==> src/rtl/sdrc_arb_pkg.sv <==
// Shared definitions for the SDRAM request arbiter: FSM state encoding,
// arbitration mode encoding and a reference round-robin pick function.
package sdrc_arb_pkg;

    typedef enum logic {
        ARB_IDLE = 1'b0,
        ARB_BUSY = 1'b1
    } arb_state_e;

    localparam logic ARB_MODE_RR  = 1'b0;
    localparam logic ARB_MODE_FIX = 1'b1;

    // Round-robin pick over up to 8 ports: first requester found when
    // searching last_gnt+1 .. last_gnt+num_ports (mod num_ports).
    // Returns last_gnt when nothing is requesting.
    function automatic logic [2:0] rr_pick(input logic [7:0] req_vec,
                                           input logic [2:0] last_gnt,
                                           input int         num_ports);
        logic [2:0] w;
        int         idx;
        w = last_gnt;
        // Walk from the farthest candidate back to the nearest so the
        // nearest asserted port is the one left in w.
        for (int i = num_ports; i >= 1; i--) begin
            idx = (int'(last_gnt) + i) % num_ports;
            if (req_vec[idx[2:0]]) w = idx[2:0];
        end
        return w;
    endfunction

endpackage

==> src/rtl/sdrc_rr_pick.sv <==
// Combinational round-robin picker: rotate the request vector so the port
// after last_gnt sits at bit 0, priority-encode, then rotate the index back.
module sdrc_rr_pick #(
    parameter int NUM_PORTS = 4,
    parameter int PW        = 2
) (
    input  logic [NUM_PORTS-1:0] req_vec,
    input  logic [PW-1:0]        last_gnt,
    output logic [PW-1:0]        pick,
    output logic                 any
);

    logic [NUM_PORTS-1:0] rot;
    logic [PW-1:0]        off;
    logic [PW-1:0]        idx;
    int                   t;

    // Rotate, find the lowest set offset, and map it back to a port index.
    always_comb begin
        rot  = '0;
        off  = '0;
        idx  = '0;
        t    = 0;
        pick = '0;
        for (int i = 0; i < NUM_PORTS; i++) begin
            t      = (int'(last_gnt) + 1 + i) % NUM_PORTS;
            idx    = t[PW-1:0];
            rot[i] = req_vec[idx];
        end
        for (int i = NUM_PORTS - 1; i >= 0; i--) begin
            if (rot[i]) off = PW'(i);
        end
        t    = (int'(last_gnt) + 1 + int'(off)) % NUM_PORTS;
        pick = t[PW-1:0];
        any  = |req_vec;
    end

endmodule

==> src/rtl/sdrc_req_arb.sv <==
// N-port request arbiter in front of the SDRAM request generator. Grants one
// requester at a time, captures its request fields, holds them on the single
// downstream port until req_ack, then pulses that port's port_ack.
`ifndef SDR_REQ_ID_W
`define SDR_REQ_ID_W 4
`endif

module sdrc_req_arb
    import sdrc_arb_pkg::*;
#(
    parameter int NUM_PORTS = 4,
    parameter int PW        = 2,
    parameter int APP_AW    = 30,
    parameter int APP_RW    = 9,
    parameter int ID_W      = `SDR_REQ_ID_W
) (
    input  logic                        clk,
    input  logic                        reset,
    input  logic                        cfg_arb_mode,
    input  logic [NUM_PORTS-1:0]        port_req,
    input  logic [NUM_PORTS*ID_W-1:0]   port_id,
    input  logic [NUM_PORTS*APP_AW-1:0] port_addr,
    input  logic [NUM_PORTS*APP_RW-1:0] port_len,
    input  logic [NUM_PORTS-1:0]        port_wr_n,
    input  logic [NUM_PORTS-1:0]        port_wrap,
    output logic [NUM_PORTS-1:0]        port_ack,
    output logic                        req,
    output logic [ID_W-1:0]             req_id,
    output logic [APP_AW-1:0]           req_addr,
    output logic [APP_RW-1:0]           req_len,
    output logic                        req_wr_n,
    output logic                        req_wrap,
    input  logic                        req_ack,
    output logic [PW-1:0]               arb_gnt,
    output logic                        arb_busy
);

    arb_state_e        state_q, state_d;
    logic [PW-1:0]     last_gnt_q, last_gnt_d;
    logic [PW-1:0]     gnt_q, gnt_d;
    logic [ID_W-1:0]   req_id_q, req_id_d;
    logic [APP_AW-1:0] req_addr_q, req_addr_d;
    logic [APP_RW-1:0] req_len_q, req_len_d;
    logic              req_wr_n_q, req_wr_n_d;
    logic              req_wrap_q, req_wrap_d;

    logic [PW-1:0]     rr_last;
    logic [PW-1:0]     win;
    logic              win_vld;
    logic [ID_W-1:0]   sel_id;
    logic [APP_AW-1:0] sel_addr;
    logic [APP_RW-1:0] sel_len;
    logic              sel_wr_n;
    logic              sel_wrap;

    // Fixed priority is a round-robin search that always starts after the
    // top port, so port 0 is checked first.
    assign rr_last = (cfg_arb_mode == ARB_MODE_FIX) ? PW'(NUM_PORTS - 1) : last_gnt_q;

    sdrc_rr_pick #(
        .NUM_PORTS (NUM_PORTS),
        .PW        (PW)
    ) u_pick (
        .req_vec  (port_req),
        .last_gnt (rr_last),
        .pick     (win),
        .any      (win_vld)
    );

    // Select the winning port's request fields.
    always_comb begin
        sel_id   = '0;
        sel_addr = '0;
        sel_len  = '0;
        sel_wr_n = 1'b0;
        sel_wrap = 1'b0;
        for (int k = 0; k < NUM_PORTS; k++) begin
            if (win == PW'(k)) begin
                sel_id   = port_id[k*ID_W +: ID_W];
                sel_addr = port_addr[k*APP_AW +: APP_AW];
                sel_len  = port_len[k*APP_RW +: APP_RW];
                sel_wr_n = port_wr_n[k];
                sel_wrap = port_wrap[k];
            end
        end
    end

    // Next state: capture a winner in IDLE, release on req_ack in BUSY.
    always_comb begin
        state_d    = state_q;
        last_gnt_d = last_gnt_q;
        gnt_d      = gnt_q;
        req_id_d   = req_id_q;
        req_addr_d = req_addr_q;
        req_len_d  = req_len_q;
        req_wr_n_d = req_wr_n_q;
        req_wrap_d = req_wrap_q;
        case (state_q)
            ARB_IDLE: begin
                if (win_vld) begin
                    gnt_d      = win;
                    req_id_d   = sel_id;
                    req_addr_d = sel_addr;
                    req_len_d  = sel_len;
                    req_wr_n_d = sel_wr_n;
                    req_wrap_d = sel_wrap;
                    state_d    = ARB_BUSY;
                end
            end
            ARB_BUSY: begin
                if (req_ack) begin
                    last_gnt_d = gnt_q;
                    state_d    = ARB_IDLE;
                end
            end
            default: state_d = ARB_IDLE;
        endcase
    end

    // Accept pulse goes only to the granted port, in the req_ack cycle.
    always_comb begin
        port_ack = '0;
        for (int k = 0; k < NUM_PORTS; k++) begin
            port_ack[k] = (state_q == ARB_BUSY) && req_ack && (gnt_q == PW'(k));
        end
    end

    // State and capture registers; reset drops any in-flight request.
    always_ff @(posedge clk) begin
        if (reset) begin
            state_q    <= ARB_IDLE;
            last_gnt_q <= PW'(NUM_PORTS - 1);
            gnt_q      <= '0;
            req_id_q   <= '0;
            req_addr_q <= '0;
            req_len_q  <= '0;
            req_wr_n_q <= 1'b0;
            req_wrap_q <= 1'b0;
        end else begin
            state_q    <= state_d;
            last_gnt_q <= last_gnt_d;
            gnt_q      <= gnt_d;
            req_id_q   <= req_id_d;
            req_addr_q <= req_addr_d;
            req_len_q  <= req_len_d;
            req_wr_n_q <= req_wr_n_d;
            req_wrap_q <= req_wrap_d;
        end
    end

    assign req      = (state_q == ARB_BUSY);
    assign arb_busy = (state_q == ARB_BUSY);
    assign arb_gnt  = gnt_q;
    assign req_id   = req_id_q;
    assign req_addr = req_addr_q;
    assign req_len  = req_len_q;
    assign req_wr_n = req_wr_n_q;
    assign req_wrap = req_wrap_q;

endmodule

==> config.mk <==
export PLATFORM = sky130hd
export DESIGN_NAME = sdrc_req_arb
export DESIGN_NICKNAME = d
export VERILOG_FILES = /design/src/rtl/sdrc_arb_pkg.sv /design/src/rtl/sdrc_rr_pick.sv /design/src/rtl/sdrc_req_arb.sv
export SDC_FILE = /design/constraint.sdc
export NUM_CORES = 1
export LEC_CHECK = 0
export BUFFER_PORTS_ARGS = -buffer_cell sky130_fd_sc_hd__buf_4
export CORE_MARGIN = 3
export CORE_UTILIZATION = 38
export DETAILED_ROUTE_END_ITERATION = 10
export GPL_TIMING_DRIVEN = 1
export PLACE_DENSITY = 0.83
export SYNTH_ARGS = -nofsm -noshare
export SYNTH_HDL_FRONTEND = slang
export SYNTH_SLANG_ARGS = --single-unit
export TNS_END_PERCENT = 1
==> constraint.sdc <==
create_clock -name clk -period 3.25 [get_ports clk]
set_clock_uncertainty 0.15 [all_clocks]
set_input_delay 0.65 -clock clk [delete_from_list [all_inputs] [get_ports clk]]
set_output_delay 0.65 -clock clk [all_outputs]
set_load 0.02 [all_outputs]
==> impl_table.tex <==
\begin{tabular}{lr}
\hline
Metric & Value \\
\hline
\multicolumn{2}{l}{\textbf{Routing}} \\
\quad Total number of vias & 3983 \\
\quad Total wirelength of the detailed-routed design & 11900 um \\
\quad Drt via density & 5.64 \\
\quad Post-route DRC & 0 \\
\quad Antenna Nets Post-Route & 0 \\
\quad Length of the first detailed-routing pass in iterations & 4 \\
\quad Wire per inst & 16.9 um \\
\quad Violation count after the first detailed-routing iteration & 158 \\
\multicolumn{2}{l}{\textbf{Timing}} \\
\quad Final hold viol count & 0 \\
\quad Final count of negative-setup-slack endpoints & 0 \\
\quad Tightest Pin Transition & 1100 ps \\
\quad Post-route setup TNS & 0 ps \\
\quad Portion of the clock cycle consumed by the worst path in the final layout & 89.6\% \\
\quad Final-report max-slew violation count & 0 \\
\quad Period minus WS final & 2910 ps \\
\quad Max Freq & 344 MHz \\
\quad Max\_slew headroom & 26.2\% \\
\quad RSZ-0062 raised after global routing & false \\
\multicolumn{2}{l}{\textbf{Global routing}} \\
\quad Global-route wire length before repair & 17900 um \\
\quad Global routing met1 resource utilization & 27.4\% \\
\quad Gr usage total & 24.4\% \\
\quad Number of antenna violations at the first check in global routing & 0 \\
\quad GR Util met3 & 5.16\% \\
\quad Top Usage Layer GRT & met2 \\
\quad Final global-route overflow total & 0 \\
\quad Largest net degree at the start of global routing & 91 \\
\quad Global routing usage on met2 & 45.5\% \\
\quad Vias in the first global route & 3836 \\
\multicolumn{2}{l}{\textbf{Layout}} \\
\quad Final core utilization & 64.1\% \\
\quad Commonest non-fill, non-tap cell in the layout & buf\_4 \\
\quad Commonest cells after routing, fill and taps aside & buf\_4, and3\_1, dfxtp\_1 \\
\quad Antenna cells & 0 \\
\quad Design Area, Final & 5000 um\^{}2 \\
\quad Post-route insts no fill & 706 \\
\quad Fraction of final layout cells with drive strength greater than 1 & 45.0\% \\
\quad Syn-to-layout area delta & 61.8\% \\
\quad Total Nets Final & 793 \\
\multicolumn{2}{l}{\textbf{Run status}} \\
\quad Result of the run & finished, final reports clean \\
\multicolumn{2}{l}{\textbf{Worst setup path}} \\
\quad Max stage delay on crit path & 870 ps \\
\quad Critical path's top delay family & simple AND/OR/NAND/NOR gates \\
\quad CP arrival & 2980 ps \\
\quad List of cells traversed by the critical path & nor2\_2 > mux2i\_1 > mux2\_2 > a31oi\_1 > nor2b\_4 > a311oi\_1 > o31ai\_2 \\
\quad Crit. End Element & flop \\
\quad Critical Path Slowest Stage Cell & nor2b\_4 \\
\quad Setup CP Type & reg2reg \\
\quad Data required time at the worst endpoint & 3310 ps \\
\quad Reg2reg setup slack & 340 ps \\
\quad Number of buffer and inverter stages on the critical path & 0 \\
\quad CP Launch Type & flop \\
\quad Maximum fanout count along the critical path & 45 \\
\multicolumn{2}{l}{\textbf{Clocking}} \\
\quad Insertion delay of the later-clocked pin in the worst-skew pair & 300 ps \\
\quad TritonCTS clock tree & done \\
\quad Post-CTS setup buffer count & 0 \\
\quad Buffer depth of the longest clock path & 2 \\
\quad Number of buffers inserted during clock tree synthesis & 5 \\
\quad Number of hold buffers added after CTS & 0 \\
\quad H-tree Lvls & 2 \\
\quad CTS root buf & clkbuf\_8 \\
\quad Clock-pin slew of the registers on the worst-case setup and hold paths & 90 ps \\
\quad CTS-repair resized insts & 0 \\
\quad TritonCTS Sinks & 50 \\
\multicolumn{2}{l}{\textbf{Pwr}} \\
\quad Total power & 2.08 mW \\
\quad IR Drop Worst-Case VDD & 0.180 mV \\
\quad Internal power & 1.34 mW \\
\quad Leakage component of the power & 2.38 nW \\
\quad Switching Fraction & 35.6\% \\
\quad Sequential Power Share & 37.9\% \\
\quad Power density normalized to cell area & 417 nW/um\^{}2 \\
\quad Portion of total power attributed to the clock network & 17.5\% \\
\quad Net load switching power & 742 uW \\
\quad Combinational power share & 44.7\% \\
\multicolumn{2}{l}{\textbf{Synth}} \\
\quad Synthesis-stage register bit count & 50 \\
\quad Yosys warns & 0 \\
\quad Fraction of registers with async set or reset after synthesis & 0\% \\
\quad Synthesized net count & 579 \\
\quad Per-instance average area after synthesis & 7.90 um\^{}2 \\
\quad Number of flops mapped to enable cells by yosys & 0 \\
\quad Sequential cell area fraction in the yosys report & 32.4\% \\
\quad Top\_reg\_cell synth & dfxtp\_1 \\
\quad Netlist area before placement & 3090 um\^{}2 \\
\quad Gate count of the mapped netlist & 391 \\
\quad Number of distinct library cell variants in the gate-level netlist after synthesis & 42 \\
\multicolumn{2}{l}{\textbf{Placement}} \\
\quad DP Cell Count & 700 \\
\quad Cell Area, Placed & 4920 um\^{}2 \\
\quad Final Wtd Congestion & 0.794 \\
\quad HPWL after DPL & 9010 um \\
\quad Port Buffer Count & 240 \\
\multicolumn{2}{l}{\textbf{Die}} \\
\quad Die Footprint & 9250 um\^{}2 \\
\quad Row Count & 32 \\
\quad I/O pins & 241 \\
\quad DIE WIDTH & 96.2 um \\
\quad Initial standard-cell utilization of the core & 39.6\% \\
\quad Die Y-Extent & 96.2 um \\
\quad Floorplan core area & 7810 um\^{}2 \\
\multicolumn{2}{l}{\textbf{Flow run}} \\
\quad Count of max-cap constraint violations & 0 \\
\multicolumn{2}{l}{\textbf{Min path}} \\
\quad Worst min-delay path category & reg2reg \\
\hline
\end{tabular}
[flip-flops by register name (all words and copies together) (netlist names)]
signal      count
req_addr       30
req_len         9
req_id          4
arb_gnt         2
last_gnt_q      2
arb_busy        1
req_wr_n        1
req_wrap        1
[layer usage]
metal,up-vias,part of all wire (%)
met5,-,0
met4,0,1.7
met3,19,8.5
met2,208,53
met1,1811,37
li1,1945,-
[cells by family (layout without fill, tap and decap cells)]
kind of cell | count (synthesis) | in the layout | synth area share [%]
AO/OA/AOI/OAI | 162 | 162 | 36.6
multiplexers | 4 | 4 | 1.90
flip-flops | 50 | 50 | 32.4
XOR/XNOR | 2 | 2 | 0.567
buffers and inverters | 46 | 259 | 7.49
AND/OR/NAND/NOR | 127 | 127 | 21.0
[final cells by class]
cell class / count / area (um^2)
tap: 102 / 128
clock buffer: 6 / 82.6
timing repair buffer: 252 / 1900
inverter: 1 / 3.75
fill: 699 / 2810
multi-input combinational: 295 / 1880
sequential: 50 / 1000
[power groups by stage]
stage | sequential (mW) | clock (mW) | combinational (mW)
2_1_floorplan | 0.921 | 0 | 0.378
3_3_place_gp | 0.798 | 0 | 0.919
3_5_place_dp | 0.804 | 0 | 0.933
4_1_cts | 0.790 | 0.373 | 0.935
5_1_grt | 0.804 | 0.397 | 1.01
6_report | 0.789 | 0.364 | 0.931
[synth_stat cells (all sizes together) (2+ instances only)]
cell type | number | share of area, %
nor2 | 11 | 1.4
a221oi | 2 | 0.57
mux2 | 2 | 0.85
mux2i | 2 | 1.1
a211o | 2 | 0.57
o22ai | 46 | 9.3
nor3b | 2 | 0.49
xnor2 | 2 | 0.57
clkbuf | 29 | 3.5
nor2b | 3 | 0.61
dfxtp | 50 | 32
nand2b | 3 | 0.61
nor3 | 4 | 0.65
or2 | 2 | 0.40
nand2 | 48 | 5.8
a311oi | 45 | 13
and2 | 2 | 0.40
a21o | 2 | 0.49
a211oi | 5 | 1.2
buf | 16 | 3.8
o21ai | 46 | 7.4
a21oi | 4 | 0.65
and3 | 50 | 10
[stage by stage]
stage                     setup slack [ps]  hold slack (ps)
after floorplan                        640              378
after global placement                 166              287
after detailed placement               136              292
after CTS                              368              304
after global routing                   126              326
final                                  339              300
[final timing paths]
check,startpoint,end,cells after the start
max reg2reg,last_gnt_q[0],req_len[1],7
min,req_id[3],req_id[3],2
max,last_gnt_q[0],req_len[1],7
min reg2reg,req_id[3],req_id[3],2
[worst min-delay path, cell delays in order (launching register included)]
cell and delay, ps:
dfxtp_1 320, nand2_1 50, o21ai_1 50
Power figures use the tool's default switching activity.
